==> src/rtl/lcc_packet_parser.sv <==
// LCC byte-stream packet parser: sync hunt, XOR-checked fixed-length packets,
// fast-sample/slow-byte emission and link supervision (timeout, sequence, errors).
module lcc_packet_parser #(
    parameter logic [7:0]  SYNC    = 8'hA5,
    parameter int unsigned PAYLOAD = 4,
    parameter logic [15:0] TIMEOUT = 16'd4000
) (
    input  logic       clk,
    input  logic       reset,
    input  logic [7:0] iData,
    input  logic       iVal,
    output logic [5:0] oFastData,
    output logic       oFastVal,
    output logic [7:0] oSlowData,
    output logic [2:0] oSlowAddr,
    output logic       oSlowWr,
    output logic       oSeqMiss,
    output logic [7:0] oErrCnt,
    output logic       oLinkOk
);

    typedef enum logic [2:0] {HUNT, SEQ, PAY, CHK, EMIT} state_t;

    localparam logic [2:0] LAST_IDX = 3'(PAYLOAD - 1);

    state_t      state_q, state_d;
    logic [7:0]  cnt_q, cnt_d;
    logic [7:0]  xor_q, xor_d;
    logic [2:0]  idx_q, idx_d;
    logic [7:0]  pbuf_q [8];
    logic [7:0]  pbuf_d [8];
    logic [15:0] gap_q, gap_d;
    logic [7:0]  last_cnt_q, last_cnt_d;
    logic        seeded_q, seeded_d;
    logic [5:0]  fast_data_q, fast_data_d;
    logic        fast_val_q, fast_val_d;
    logic [7:0]  slow_data_q, slow_data_d;
    logic [2:0]  slow_addr_q, slow_addr_d;
    logic        slow_wr_q, slow_wr_d;
    logic        seq_miss_q, seq_miss_d;
    logic [7:0]  err_cnt_q, err_cnt_d;
    logic        link_ok_q, link_ok_d;

    logic        active, timeout, err;
    logic [2:0]  idx_next;

    always_comb begin
        state_d     = state_q;
        cnt_d       = cnt_q;
        xor_d       = xor_q;
        idx_d       = idx_q;
        pbuf_d      = pbuf_q;
        last_cnt_d  = last_cnt_q;
        seeded_d    = seeded_q;
        fast_data_d = fast_data_q;
        slow_data_d = slow_data_q;
        slow_addr_d = slow_addr_q;
        err_cnt_d   = err_cnt_q;
        link_ok_d   = link_ok_q;
        fast_val_d  = 1'b0;
        slow_wr_d   = 1'b0;
        seq_miss_d  = 1'b0;
        err         = 1'b0;
        idx_next    = idx_q + 3'd1;

        active  = (state_q == SEQ) || (state_q == PAY) || (state_q == CHK);
        timeout = active && (gap_q == TIMEOUT);
        gap_d   = (active && !iVal) ? gap_q + 16'd1 : '0;

        // Timeout wins over a byte arriving on the same edge.
        case (state_q)
            HUNT: begin
                if (iVal && iData == SYNC) state_d = SEQ;
            end
            SEQ: begin
                if (timeout) begin
                    err = 1'b1;
                end else if (iVal) begin
                    cnt_d   = iData;
                    xor_d   = iData;
                    idx_d   = '0;
                    state_d = PAY;
                end
            end
            PAY: begin
                if (timeout) begin
                    err = 1'b1;
                end else if (iVal) begin
                    pbuf_d[idx_q] = iData;
                    xor_d         = xor_q ^ iData;
                    idx_d         = idx_next;
                    if (idx_q == LAST_IDX) state_d = CHK;
                end
            end
            CHK: begin
                if (timeout) begin
                    err = 1'b1;
                end else if (iVal) begin
                    if (iData == xor_q) begin
                        fast_val_d  = 1'b1;
                        fast_data_d = pbuf_q[0][5:0];
                        link_ok_d   = 1'b1;
                        seq_miss_d  = seeded_q && (cnt_q != last_cnt_q + 8'd1);
                        last_cnt_d  = cnt_q;
                        seeded_d    = 1'b1;
                        slow_wr_d   = 1'b1;
                        slow_addr_d = '0;
                        slow_data_d = pbuf_q[1];
                        idx_d       = 3'd1;
                        state_d     = EMIT;
                    end else begin
                        err = 1'b1;
                    end
                end
            end
            EMIT: begin
                // idx_q is the next slow address; the first one went out on entry.
                if (idx_q == LAST_IDX) begin
                    state_d = HUNT;
                end else begin
                    slow_wr_d   = 1'b1;
                    slow_addr_d = idx_q;
                    slow_data_d = pbuf_q[idx_next];
                    idx_d       = idx_next;
                end
            end
            default: state_d = HUNT;
        endcase

        if (err) begin
            state_d   = HUNT;
            link_ok_d = 1'b0;
            if (err_cnt_q != 8'hFF) err_cnt_d = err_cnt_q + 8'd1;
        end
    end

    always_ff @(posedge clk) begin
        if (reset) begin
            state_q     <= HUNT;
            cnt_q       <= '0;
            xor_q       <= '0;
            idx_q       <= '0;
            pbuf_q      <= '{default: '0};
            gap_q       <= '0;
            last_cnt_q  <= '0;
            seeded_q    <= 1'b0;
            fast_data_q <= '0;
            fast_val_q  <= 1'b0;
            slow_data_q <= '0;
            slow_addr_q <= '0;
            slow_wr_q   <= 1'b0;
            seq_miss_q  <= 1'b0;
            err_cnt_q   <= '0;
            link_ok_q   <= 1'b0;
        end else begin
            state_q     <= state_d;
            cnt_q       <= cnt_d;
            xor_q       <= xor_d;
            idx_q       <= idx_d;
            pbuf_q      <= pbuf_d;
            gap_q       <= gap_d;
            last_cnt_q  <= last_cnt_d;
            seeded_q    <= seeded_d;
            fast_data_q <= fast_data_d;
            fast_val_q  <= fast_val_d;
            slow_data_q <= slow_data_d;
            slow_addr_q <= slow_addr_d;
            slow_wr_q   <= slow_wr_d;
            seq_miss_q  <= seq_miss_d;
            err_cnt_q   <= err_cnt_d;
            link_ok_q   <= link_ok_d;
        end
    end

    assign oFastData = fast_data_q;
    assign oFastVal  = fast_val_q;
    assign oSlowData = slow_data_q;
    assign oSlowAddr = slow_addr_q;
    assign oSlowWr   = slow_wr_q;
    assign oSeqMiss  = seq_miss_q;
    assign oErrCnt   = err_cnt_q;
    assign oLinkOk   = link_ok_q;

endmodule
==> config.mk <==
export PLATFORM = sky130hd
export DESIGN_NAME = lcc_packet_parser
export DESIGN_NICKNAME = d
export VERILOG_FILES = /design/src/rtl/lcc_packet_parser.sv
export SDC_FILE = /design/constraint.sdc
export NUM_CORES = 1
export LEC_CHECK = 0
export CORE_MARGIN = 2
export CORE_UTILIZATION = 53
export CTS_CLUSTER_DIAMETER = 50
export DETAILED_ROUTE_END_ITERATION = 16
export PLACE_DENSITY = 0.75
export SYNTH_ARGS = -nofsm -noshare
export SYNTH_HDL_FRONTEND = slang
export SYNTH_SLANG_ARGS = --single-unit
==> constraint.sdc <==
create_clock -name clk -period 4.06 [get_ports clk]
set_clock_uncertainty 0.15 [all_clocks]
set_input_delay 0.406 -clock clk [delete_from_list [all_inputs] [get_ports clk]]
set_output_delay 0.406 -clock clk [all_outputs]
set_load 0.05 [all_outputs]
==> impl_metrics.py <==
metrics = {
    "status": {
        "status": "completed",
    },
    "placement": {
        "port_buffers": 39,
        "dp_slack_ps": 886,
        "place_hpwl_um": 11000,
        "gp_congestion": 0.873,
    },
    "finish": {
        "layout-area-overhead-vs-synth_pct": 16.6,
        "diodes": 0,
        "nets": 752,
        "drive_above_1_share_pct": 11.2,
    },
    "global_route": {
        "grt_pass1_wl_um": 27400,
        "antenna_found_initial": 0,
        "track_usage_pct": 26.8,
        "grt_max_degree": 79,
        "grt_pass1_vias": 5310,
        "grt-ovfl-total": 0,
    },
    "power": {
        "pwr-share-clk_pct": 43.4,
        "p_leak_uw": 0.00285,
        "p_sw_share_pct": 28.1,
        "peakVddDrop_uv": 319,
        "comb_power_share_pct": 13.7,
        "seqPwrFrac_pct": 42.9,
        "totalPowerFinal_uw": 3460,
        "power.switching_uw": 971,
        "power_density_nw_per_um2": 446,
        "p_int_uw": 2490,
    },
    "drt": {
        "postRouteAntennaNets": 0,
        "wirelength_um": 17100,
        "vias": 5492,
        "dr.pass1.iters": 5,
        "wire_per_inst_um": 18.7,
        "post_drt_via_cell_ratio": 6.00,
        "drt_iter0_markers": 490,
        "drc": 0,
    },
    "synthesis": {
        "yosysSeqAreaShare_pct": 42.1,
        "syn_area_per_cell_um2": 9.40,
        "synth.area.top_cells": "dfxtp_1 (42%), mux2i_1 (12%), nor2_1 (6.4%)",
        "synth_cell_types": 64,
        "synth_edf_count": 0,
        "syn_area_um2": 6660,
        "ys_seq_elements": 140,
        "synthesis.nets": 726,
        "yosys_most_used_dff": "dfxtp_1",
        "synth_top_area_share_pct": 42.1,
        "ys_top_cells_by_count": "dfxtp_1 (140), nor2_1 (114), mux2i_1 (81)",
        "yosysWarnings": 0,
        "synthArstFlopShare_pct": 0,
        "yosysTopAreaCell": "dfxtp_1",
        "synth_most_common_cell": "dfxtp_1",
        "postSynthCellCount": 709,
    },
    "cts": {
        "htreeDepth": 4,
        "cts-root-buf": "clkbuf_16",
        "cts.sink_count": 140,
        "insertion_delay_ps": 420,
        "ctsHoldBuffers": 0,
        "cts_tree": "yes",
        "cts_resized": 0,
        "path_clk_slew_ps": 60,
        "clock_path_buffers": 2,
        "postCtsSetupRepairBufs": 0,
        "numCtsBuffers": 17,
    },
    "worst_setup_path": {
        "worstReg2RegStart": "state_q[1]",
        "arrival_ps": 3270,
        "rrSetupSlack_ps": 920,
        "cp_max_fo": 13,
        "cp-start-kind": "flop",
        "cp_num_buf_inv": 0,
        "cp_top_family": "simple AND/OR/NAND/NOR gates",
        "crit_type": "flop to flop",
        "crit_cells": 5,
        "slowest_delay_ps": 700,
        "r2r_end": "pbuf_q[27]",
        "worstPathRequired_ps": 4190,
        "end_kind": "flop",
        "worst_path_max_delay_cell": "a21oi_2",
        "path_cells": "or3b_1 > or4_1 > a21oi_2 > mux2i_1 > nor2_1",
        "r2r_cells": 5,
    },
    "sta": {
        "relSlewSlack_pct": 26.0,
        "min_period_ps": 3140,
        "fin_crit_sh_pct": 77.5,
        "rsz0062_at_grt": "no",
        "finalHoldViolations": 0,
        "worst_pin_slew_ps": 1100,
        "worst_slack_ps": 915,
        "fmax_mhz": 318,
        "drv_slew": 0,
        "setup_viol": 0,
        "tns_ps": 0,
    },
    "run": {
        "drv_cap": 0,
    },
    "die": {
        "die_x_um": 116,
        "start_util_pct": 54.8,
        "rows": 40,
        "coreArea_um2": 12200,
        "dieHeight_um": 116,
        "die_area_um2": 13500,
        "io_pins": 40,
    },
    "min_path": {
        "hold-path-endpoint": "oFastData[5]",
        "holdPathStages": 2,
        "hold_path_startpoint": "oFastData[5]",
        "worst_hold_path_type": "flop to flop",
    },
}
## sequential cells by signal (all words and copies together), names as in the netlist
signal	flops
pbuf_q	64
gap_q	16
cnt_q	8
last_cnt_q	8
oErrCnt	8
oSlowData	8
xor_q	8
oFastData	6
idx_q	3
oSlowAddr	3
state_q	3
oFastVal	1
oLinkOk	1
oSeqMiss	1
oSlowWr	1
seeded_q	1
## through the flow
stage	hold slack [ps]	area (um^2)	instances	util [%]
2_1_floorplan	278	6660	709	-
3_3_place_gp	289	7190	884	59.1
3_5_place_dp	294	7190	884	59.1
4_1_cts	302	7770	915	63.9
5_1_grt	325	7770	915	63.9
6_report	303	7770	915	63.9
## power by group through the flow
stage          clock [uW]  sequential [uW]  combinational, uW
3_3_place_gp            0             1510                453
4_1_cts              1520             1480                469
3_5_place_dp            0             1510                466
2_1_floorplan           0             1480                370
5_1_grt              1580             1490                508
6_report             1500             1490                474
## worst register-to-register path, cell delays in order, from the launching register on
cell and delay, ps:
dfxtp_1 570, or3b_1 660, or4_1 570, a21oi_2 700, mux2i_1 290, nor2_1 60
## worst max path at each step
stage	startpoint	to	slack, ps
final	state_q[1]	pbuf_q[27]	920
after floorplan	idx_q[2]	oSlowData[5]	1270
after global routing	state_q[1]	pbuf_q[27]	820
after detailed placement	iData[4]	oFastData[2]	890
after CTS	state_q[1]	pbuf_q[27]	970
after global placement	iData[4]	oFastData[1]	950
## layer usage
metal	vias up	wire length, um	track usage [%]
met5	-	0	0
met4	0	679	14.4
met3	60	1420	8.20
met2	245	7880	41.3
met1	2622	7140	34.0
li1	2565	-	-
## cell families after synthesis
family                     Yosys count  synth area share, %
and+or+nand+nor                    262                 18.9
buffers and inverters               60                 3.78
AOI/OAI and AO/OA                  103                 10.9
xor gates and xnor gates            36                 4.73
muxes                              102                 18.4
adders and majority gates            6                 1.13
DFF                                140                 42.1
## cell usage in the layout, fill, tap and decap left out, types with 4 or more instances in the layout
| cell type | netlist | final |
|---|---|---|
| and4_1 | 6 | 6 |
| nand3_1 | 30 | 30 |
| nor2b_1 | 4 | 4 |
| nor2_1 | 114 | 114 |
| nand2_1 | 51 | 51 |
| o21ai_0 | 12 | 12 |
| clkdlybuf4s50_1 | 0 | 38 |
| xnor2_1 | 25 | 25 |
| nor3_1 | 10 | 9 |
| a31oi_1 | 4 | 4 |
| and3_1 | 6 | 6 |
| a21oi_1 | 41 | 41 |
| ha_1 | 6 | 6 |
| or3_1 | 5 | 5 |
| nand4_1 | 6 | 6 |
| mux2i_1 | 81 | 81 |
| mux4_2 | 16 | 16 |
| dfxtp_1 | 140 | 140 |
| xor2_1 | 11 | 11 |
| clkbuf_16 | 0 | 17 |
| nand2b_1 | 4 | 4 |
| inv_1 | 10 | 10 |
| buf_4 | 0 | 18 |
| o211ai_1 | 13 | 13 |
| o221ai_1 | 8 | 8 |
| mux2_1 | 5 | 5 |
## area by class of cell
type	instances	area, um^2
fill	977	4390
multi-input combinational	509	3620
sequential	140	2800
timing repair buffer	56	515
clock buffer	20	467
tap	168	210
clock inverter	11	110
inverter	11	41.3
(Power assumes the default switching activity.)
